`src/rtl/control_pipe.sv`:
```
// rtl/control_pipe.sv - pipelined main decoder with load-use stall, flush and illegal-opcode counter
//
// Decodes the ID-stage opcode into a control bundle and carries it through
// the ID/EX, EX/MEM and MEM/WB registers. Sits between the IF/ID register
// and the five-stage datapath.
//
// Ports:
//   clk          rising-edge clock
//   rst_n        asynchronous active-low reset
//   id_valid     IF/ID holds a real instruction
//   id_opcode    instruction[31:26]
//   id_rs        instruction[25:21]
//   id_rt        instruction[20:16]
//   flush        branch taken in MEM; squash ID/EX and EX/MEM
//   stall        combinational; hold PC and IF/ID for one cycle
//   id_jump      combinational; valid j opcode in ID
//   ex_*         EX-stage controls (regdst, alusrc, aluop, illegal)
//   mem_*        MEM-stage controls (branch, bne, memread, memwrite)
//   wb_*         WB-stage controls (regwrite, memtoreg)
//   illegal_cnt  saturating count of illegal instructions entering EX

module control_pipe #(
   parameter int REGW    = 5,
   parameter int CNTW    = 8,
   parameter int EN_ADDI = 1,
   parameter int EN_BNE  = 1
) (
   input  logic            clk,
   input  logic            rst_n,
   input  logic            id_valid,
   input  logic [5:0]      id_opcode,
   input  logic [REGW-1:0] id_rs,
   input  logic [REGW-1:0] id_rt,
   input  logic            flush,
   output logic            stall,
   output logic            id_jump,
   output logic            ex_regdst,
   output logic            ex_alusrc,
   output logic [1:0]      ex_aluop,
   output logic            ex_illegal,
   output logic            mem_branch,
   output logic            mem_bne,
   output logic            mem_memread,
   output logic            mem_memwrite,
   output logic            wb_regwrite,
   output logic            wb_memtoreg,
   output logic [CNTW-1:0] illegal_cnt
);

   localparam logic [5:0] OP_RTYPE = 6'b000000;
   localparam logic [5:0] OP_LW    = 6'b100011;
   localparam logic [5:0] OP_SW    = 6'b101011;
   localparam logic [5:0] OP_BEQ   = 6'b000100;
   localparam logic [5:0] OP_BNE   = 6'b000101;
   localparam logic [5:0] OP_ADDI  = 6'b001000;
   localparam logic [5:0] OP_J     = 6'b000010;

   localparam logic [1:0] ALU_ADD   = 2'b00;
   localparam logic [1:0] ALU_SUB   = 2'b01;
   localparam logic [1:0] ALU_FUNCT = 2'b10;

   localparam logic [CNTW-1:0] CNT_ONE = {{(CNTW-1){1'b0}}, 1'b1};
   localparam logic [CNTW-1:0] CNT_MAX = {CNTW{1'b1}};

   // Full bundle held in ID/EX; later stages keep only the bits they still need.
   typedef struct packed {
      logic       regdst;
      logic       alusrc;
      logic [1:0] aluop;
      logic       branch;
      logic       bne;
      logic       memread;
      logic       memwrite;
      logic       regwrite;
      logic       memtoreg;
      logic       illegal;
   } ex_ctrl_t;

   typedef struct packed {
      logic branch;
      logic bne;
      logic memread;
      logic memwrite;
      logic regwrite;
      logic memtoreg;
   } mem_ctrl_t;

   typedef struct packed {
      logic regwrite;
      logic memtoreg;
   } wb_ctrl_t;

   ex_ctrl_t        dec;
   logic            uses_rt;
   logic            jump_dec;
   logic            hazard;
   logic            count_en;

   ex_ctrl_t        ex_q;
   logic [REGW-1:0] ex_rt_q;
   mem_ctrl_t       mem_q;
   wb_ctrl_t        wb_q;

   // ---------------- ID-stage decode ----------------
   always_comb begin
      dec      = '0;
      uses_rt  = 1'b0;
      jump_dec = 1'b0;
      if (id_valid) begin
         case (id_opcode)
            OP_RTYPE: begin
               dec.regdst   = 1'b1;
               dec.aluop    = ALU_FUNCT;
               dec.regwrite = 1'b1;
               uses_rt      = 1'b1;
            end
            OP_LW: begin
               dec.alusrc   = 1'b1;
               dec.memread  = 1'b1;
               dec.memtoreg = 1'b1;
               dec.regwrite = 1'b1;
               dec.aluop    = ALU_ADD;
            end
            OP_SW: begin
               dec.alusrc   = 1'b1;
               dec.memwrite = 1'b1;
               dec.aluop    = ALU_ADD;
               uses_rt      = 1'b1;
            end
            OP_BEQ: begin
               dec.branch = 1'b1;
               dec.aluop  = ALU_SUB;
               uses_rt    = 1'b1;
            end
            OP_BNE: begin
               if (EN_BNE != 0) begin
                  dec.branch = 1'b1;
                  dec.bne    = 1'b1;
                  dec.aluop  = ALU_SUB;
                  uses_rt    = 1'b1;
               end else begin
                  dec.illegal = 1'b1;
               end
            end
            OP_ADDI: begin
               if (EN_ADDI != 0) begin
                  dec.alusrc   = 1'b1;
                  dec.regwrite = 1'b1;
                  dec.aluop    = ALU_ADD;
               end else begin
                  dec.illegal = 1'b1;
               end
            end
            OP_J: begin
               jump_dec = 1'b1;
            end
            default: begin
               dec.illegal = 1'b1;
            end
         endcase
      end
   end

   // Load in EX whose destination feeds the ID instruction; r0 never hazards.
   assign hazard = id_valid & ex_q.memread & (ex_rt_q != '0) &
                   ((ex_rt_q == id_rs) | (uses_rt & (ex_rt_q == id_rt)));

   assign stall    = hazard & ~flush;
   assign id_jump  = jump_dec;
   // dec.illegal already implies id_valid.
   assign count_en = dec.illegal & ~stall & ~flush;

   // ---------------- pipeline registers ----------------
   always_ff @(posedge clk or negedge rst_n) begin
      if (!rst_n) begin
         ex_q        <= '0;
         ex_rt_q     <= '0;
         mem_q       <= '0;
         wb_q        <= '0;
         illegal_cnt <= '0;
      end else begin
         // MEM/WB always advances, even under flush.
         wb_q.regwrite <= mem_q.regwrite;
         wb_q.memtoreg <= mem_q.memtoreg;

         if (flush) begin
            ex_q    <= '0;
            ex_rt_q <= '0;
            mem_q   <= '0;
         end else begin
            mem_q.branch   <= ex_q.branch;
            mem_q.bne      <= ex_q.bne;
            mem_q.memread  <= ex_q.memread;
            mem_q.memwrite <= ex_q.memwrite;
            mem_q.regwrite <= ex_q.regwrite;
            mem_q.memtoreg <= ex_q.memtoreg;
            if (stall || !id_valid) begin
               ex_q    <= '0;
               ex_rt_q <= '0;
            end else begin
               ex_q    <= dec;
               ex_rt_q <= id_rt;
            end
         end

         if (count_en && (illegal_cnt != CNT_MAX)) begin
            illegal_cnt <= illegal_cnt + CNT_ONE;
         end
      end
   end

   // ---------------- registered outputs ----------------
   assign ex_regdst    = ex_q.regdst;
   assign ex_alusrc    = ex_q.alusrc;
   assign ex_aluop     = ex_q.aluop;
   assign ex_illegal   = ex_q.illegal;
   assign mem_branch   = mem_q.branch;
   assign mem_bne      = mem_q.bne;
   assign mem_memread  = mem_q.memread;
   assign mem_memwrite = mem_q.memwrite;
   assign wb_regwrite  = wb_q.regwrite;
   assign wb_memtoreg  = wb_q.memtoreg;

endmodule

```
`config.mk`:
```
export PLATFORM = sky130hd
export DESIGN_NAME = control_pipe
export DESIGN_NICKNAME = d
export VERILOG_FILES = /design/src/rtl/control_pipe.sv
export SDC_FILE = /design/constraint.sdc
export NUM_CORES = 1
export LEC_CHECK = 0
export ABC_AREA = 1
export CORE_MARGIN = 4
export CORE_UTILIZATION = 40
export CTS_CLUSTER_SIZE = 8
export DETAILED_ROUTE_END_ITERATION = 7
export PLACE_DENSITY = 0.68
export SLEW_MARGIN = 20
export SYNTH_ARGS = -nofsm -noshare
export SYNTH_HDL_FRONTEND = slang
export SYNTH_SLANG_ARGS = --single-unit
```
`constraint.sdc`:
```
create_clock -name clk -period 2.1 [get_ports clk]
set_input_delay 0.315 -clock clk [delete_from_list [all_inputs] [get_ports clk]]
set_output_delay 0.315 -clock clk [all_outputs]
set_load 0.005 [all_outputs]
```
==> results_dict.tcl, run 1 <==
set metrics [dict create \
    num-fill-cells 311 \
    netlist_area_um2 1490 \
    insertedDiodeCount 0 \
    powerDensity_nw_per_um2 636 \
    yosys_warnings 0 \
    p_clk_frac 0.302 \
    ys_seq_area_frac 0.486 \
    cts_tree "built" \
    setup_viol 0 \
    cts.reportedPaths.clkPinSlew_ps 60 \
    hold_viol 0 \
    ys_types 26 \
    maxCapViolations 0 \
    critPathMaxStageDelay_ps 410 \
    outcome "finished clean" \
    synth_mux_area_frac 0 \
    final_cell_mix "nand2_1, clkdlybuf4s50_1, dfrtp_1, inv_1, buf_4" \
    cp_slowest_cell "clkdlybuf4s50_1" \
    synth_top_family_by_area "simple AND/OR/NAND/NOR gates" \
    grt_max_degree 30 \
    grt_usage 0.145 \
    placedCellCount 280 \
    drt_iter0_drc 72 \
    place.gp.congestion 0.823 \
    synth-xor-area-share 0.0587 \
    fin_setup_tns_ps 0 \
    synthAdderAreaFrac 0.00838 \
    sw_frac_of_total 0.274 \
    first_pass_iters 4 \
    worst_ep_required_time_ps 1780 \
    holdPathStages 0 \
    p_comb_frac 0.227 \
    synth_compound_area_frac 0.0243 \
    grt_pass1_vias 1329 \
    cp.depth 8 \
    placed_area_um2 2070 \
    numCtsBuffers 5 \
    maxSlewViolCount 0 \
    peakVddDrop_mv 0.349 \
    htree_levels 2 \
    crit_buf_inv 3 \
    drc_errors 0 \
    area_delta_synth_final_pct 46.3 \
    placementRows 21 \
    skew_ps 4.85 \
    worstPathArrival_ps 1710 \
    clock_path_buffers 2 \
    seqPwrFrac 0.471 \
    power.total_w 0.00139 \
    coreArea_um2 3470 \
    start_util 0.430 \
    p_sw_w 0.000381 \
    wirelength_um 3310 \
    clock.fmax_ghz 0.494 \
    postLayoutCellArea_um2 2180 \
    num_vias 1307 \
    grt_remaining_overflow 0 \
    slew_headroom 0.728 \
    crit_chain "clkdlybuf4s50_1 -> or2_2 -> a21oi_2 -> nand3_1 -> nand2_2 -> nand2_2 -> inv_2 -> dlygate4sd2_1" \
    dp_hpwl_um 2550 \
    chipWidth_um 69.1 \
    layout_setup_ws_ps 75.2 \
    finalCritPeriodShare 0.964 \
    dieArea_um2 4770 \
    drive_gt1_frac 0.206 \
    grt_first_pass_wirelength_um 5740 \
    yosys_register_bits 29 \
    post-place-ws_ps -283 \
    synth_nets 199 \
    ant_nets 0 \
    p_int_w 0.00101 \
    p_leak_nw 1.09 \
    antenna_found_initial 0 \
    wl_per_cell_um 11.5 \
    nets 263 \
    port_buffers 40 \
    rsz0062_at_grt "false" \
    crit_path_start_kind "input port" \
    hold_path.class "flop to flop" \
    cp_max_fo 2 \
    synthSimpleGateAreaFrac 0.334 \
    cts.sinks 29 \
    min_period_ps 2020 \
    io_pins 41 \
    rr_worst_depth 7 \
    critical-path-top-delay-family "buffers and inverters" \
    cts_root_buffer "clkbuf_8" \
    endpoint_kind "primary output" \
    die_height_um 69.1 \
    final_common_cell "nand2_1" \
    path_class "input port to primary output" \
    via_per_inst 4.52 \
    syn_inst 178 \
    insertion_delay_ps 270 \
    fin_cells 289 \
    worst-slew-pin-transition_ps 407 \
    synth_area_per_cell_um2 8.39 \
    cpMostUsedCell "nand2_2" \
]
## cell type report
type,instances,area (um2),share of cell area
clock buffers,6,72.6,0.0332
flip-flops and latches,29,726,0.332
clock inverters,2,10.0,0.00458
inverters,28,105,0.0481
multi-input cells,118,659,0.302
repair buffers,60,553,0.253
well taps,46,57.6,0.0264
## power by group through the flow
stage / clock network (W) / logic [W] / registers, W
after floorplan: 0 / 0.000132 / 0.000659
after global placement: 0 / 0.000302 / 0.000659
after detailed placement: 0 / 0.000314 / 0.000664
after CTS: 0.000434 / 0.000320 / 0.000654
after global routing: 0.000457 / 0.000352 / 0.000662
final: 0.000419 / 0.000315 / 0.000654
## sequential cells by signal, summed over array words and instances, names as in the netlist, 2 cells and up
register,cells
illegal_cnt,8
ex_rt_q,5
ex_q,5
ex_aluop,2
## cell families (layout without fill, tap and decap cells)
kind of cell | after synthesis | in the layout
fa+ha+maj | 1 | 1
simple gates | 102 | 102
compound gates | 5 | 5
buf+inv | 31 | 96
xor+xnor | 10 | 10
flops | 29 | 29
## synth_stat cells (all sizes together)
library cell,count,area [um2]
a21oi,4,31.3
nand2,45,179
o21ai,1,5.00
xnor2,5,43.8
inv,28,105
ha,1,12.5
or2,1,6.26
nor4,1,6.26
nand3,11,60.1
xor2,5,43.8
dfrtp,29,726
nor2,27,126
nand3b,1,7.51
nor3,5,30.0
nand4,11,83.8
buf,3,26.3
## timing repair
| item | in CTS | in global routing |
|---|---|---|
| resized for setup | 10 | 5 |
| pin swaps | 2 | 1 |
| endpoints found under the setup margin | 2 | 2 |
| hold buffers | 0 | 0 |
| buffers inserted | 1 | 0 |
## routing by layer
layer / global-route usage / wire length [um]
met1: 0.177 / 1520
met3: 0.0276 / 101
met5: 0 / 0
met2: 0.258 / 1660
met4: 0.0390 / 27
## stage by stage
stage          hold slack [ps]   util
6_report                   349  0.630
2_1_floorplan             19.4      -
5_1_grt                    371  0.630
3_5_place_dp               336  0.596
3_3_place_gp               336  0.596
4_1_cts                    350  0.627
## worst paths after layout
check	from	endpoint	slack (ps)
worst min register to register	mem_q[1]$_DFF_PN0_	wb_regwrite$_DFF_PN0_	350
worst max register to register	illegal_cnt[0]$_DFFE_PN0P_	illegal_cnt[5]$_DFFE_PN0P_	350
worst max-delay path	id_rs[1]	stall	80
max in group asynchronous	rst_n	mem_bne$_DFF_PN0_	1400
worst min-delay path	mem_q[1]$_DFF_PN0_	wb_regwrite$_DFF_PN0_	350
min in group asynchronous	rst_n	ex_rt_q[3]$_DFF_PN0_	420
No activity file was read; power rests on OpenSTA's default activity.
==> run 2: changes to the inputs <==
--- a/config.mk
+++ b/config.mk
@@ -7,10 +7,10 @@
 export LEC_CHECK = 0
 export ABC_AREA = 1
 export CORE_MARGIN = 4
-export CORE_UTILIZATION = 40
+export CORE_UTILIZATION = 51
 export CTS_CLUSTER_SIZE = 8
 export DETAILED_ROUTE_END_ITERATION = 7
-export PLACE_DENSITY = 0.68
+export PLACE_DENSITY = 0.84
 export SLEW_MARGIN = 20
 export SYNTH_ARGS = -nofsm -noshare
 export SYNTH_HDL_FRONTEND = slang
==> run 2 against run 1 <==
Effect of this change: setup slack improved by 29 ps; cell count decreased by 4.5%; design area decreased by 2.1%; register-to-register slack got worse by 30 ps; power decreased by 7.2%; critical path depth unchanged; utilization increased by 14 points; global-route usage increased by 5.4 points; fmax increased by 1.5%; critical path type unchanged; wire length increased by 10%; clock skew increased by 4.4 ps.
==> results_dict.tcl, run 2 (synthesis gave the netlist of run 1 again) <==
set metrics [dict create \
    outcome "finished clean" \
    cts_tree "built" \
    cpMostUsedCell "nand2_2" \
    cts_root_buffer "clkbuf_4" \
    largest_register_ffs 8 \
    postLayoutCellArea_um2 2140 \
    num_vias 1430 \
    port_buffers 40 \
    utilization 0.769 \
    clock.fmax_ghz 0.501 \
    multiInputGateArea_um2 652 \
    grt_pass1_vias 1371 \
    peakVddDrop_mv 0.666 \
    cp_slowest_cell "clkdlybuf4s50_1" \
    setup_viol 0 \
    die_height_um 62.1 \
    numCtsBuffers 5 \
    htree_levels 2 \
    insertion_delay_ps 320 \
    crit_buf_inv 3 \
    drc_errors 0 \
    coreArea_um2 2780 \
    critical-path-top-delay-family "buffers and inverters" \
    p_leak_nw 1.07 \
    maxCapViolations 0 \
    final_common_cell "nand2_1" \
    final_cell_mix "nand2_1, clkdlybuf4s50_1, dfrtp_1, inv_1, buf_4" \
    cts.sinks 29 \
    insertedDiodeCount 0 \
    hold_path.class "flop to flop" \
    endpoint_kind "primary output" \
    placedCellCount 265 \
    top_regs "illegal_cnt (8), ex_q (5), ex_rt_q (5)" \
    ant_nets 0 \
    drive_gt1_frac 0.204 \
    crit_chain "clkdlybuf4s50_1 -> or2_2 -> a21oi_2 -> nand3_1 -> nand2_2 -> nand2_2 -> inv_2 -> clkdlybuf4s15_1" \
    min_period_ps 2000 \
    drt_iter0_drc 55 \
    dieArea_um2 3860 \
    start_util 0.537 \
    via_per_inst 5.18 \
    place.gp.congestion 0.809 \
    nets 265 \
    num-fill-cells 196 \
    cp_max_fo 2 \
    slew_headroom 0.728 \
    powerDensity_nw_per_um2 602 \
    worstPathArrival_ps 1680 \
    finalCritPeriodShare 0.950 \
    skew_ps 9.30 \
    hold_viol 0 \
    wl_per_cell_um 13.2 \
    dp_hpwl_um 2880 \
    antenna_found_initial 0 \
    cts.reportedPaths.clkPinSlew_ps 80 \
    maxSlewViolCount 0 \
    regArea_um2 726 \
    wirelength_um 3650 \
    fin_cells 276 \
    worst-slew-pin-transition_ps 407 \
    placementRows 19 \
    placed_area_um2 2050 \
    grt_max_degree 30 \
    regMostFlops "illegal_cnt" \
    grt_first_pass_wirelength_um 6110 \
    path_class "input port to primary output" \
    worst_ep_required_time_ps 1780 \
    io_pins 41 \
    power.total_w 0.00129 \
    chipWidth_um 62.1 \
    grt_usage 0.199 \
    grt_remaining_overflow 0 \
    critPathMaxStageDelay_ps 410 \
    rsz0062_at_grt "false" \
    area_delta_synth_final_pct 43.3 \
    clock_path_buffers 2 \
    first_pass_iters 6 \
    crit_path_start_kind "input port" \
]
run 2: changes by cell type in the layout (fill, tap and decap cells not counted), moves of 2 or more:
cell,change
clkbuf_4,+5
clkbuf_8,-5
clkdlybuf4s50_1,+3
buf_4,+2
dlygate4sd2_1,-2
dlymetal6s2s_1,-2
run 2: repair_timing:
item,4_1_cts,5_1_grt
setup buffers,2,1
resized for setup,7,4
hold buffers,0,0
pin swaps,1,4
endpoints found under the setup margin,2,1
run 2: metrics by stage:
| step | setup slack, ps | TNS, ps | hold WS, ps |
|---|---|---|---|
| after floorplan | 635 | 0 | 19.4 |
| after global placement | -217 | -362 | 333 |
| after detailed placement | -234 | -438 | 337 |
| after CTS | 42.8 | 0 | 356 |
| final | 104 | 0 | 356 |
| after global routing | 21.7 | 0 | 363 |
run 2: path summary, 6_finish.rpt:
kind / from / slack, ps / endpoint / cells after the start
worst max register to register: illegal_cnt[0]$_DFFE_PN0P_ / 320 / illegal_cnt[1]$_DFFE_PN0P_ / 7
worst max-delay path: id_rs[1] / 100 / stall / 8
worst min register to register: mem_q[1]$_DFF_PN0_ / 360 / wb_regwrite$_DFF_PN0_ / 0
max in group asynchronous: rst_n / 1460 / mem_branch$_DFF_PN0_ / 2
worst min-delay path: mem_q[1]$_DFF_PN0_ / 360 / wb_regwrite$_DFF_PN0_ / 0
min in group asynchronous: rst_n / 370 / ex_q[2]$_DFF_PN0_ / 2
run 2: final cells by class:
type | count | share of cell area
multi-input cells | 118 | 0.305
well taps | 31 | 0.0181
inverters | 28 | 0.0492
repair buffers | 62 | 0.264
clock inverters | 2 | 0.00468
clock buffers | 6 | 0.0193
flip-flops and latches | 29 | 0.339
run 2: layer usage:
| metal | up-vias | GRT usage | routed length (um) |
|---|---|---|---|
| li1 | 691 | - | - |
| met1 | 670 | 0.222 | 1440 |
| met2 | 59 | 0.356 | 1940 |
| met3 | 10 | 0.0541 | 179 |
| met4 | 0 | 0.0732 | 89 |
| met5 | - | 0 | 0 |
run 2: where the power goes:
part	leakage [nW]	internal [W]	switching, W	total (W)
registers	0.396	0.000600	0.0000554	0.000656
clock network	0.0320	0.000127	0.000182	0.000310
logic	0.644	0.000180	0.000142	0.000322
total	1.07	0.000908	0.000380	0.00129
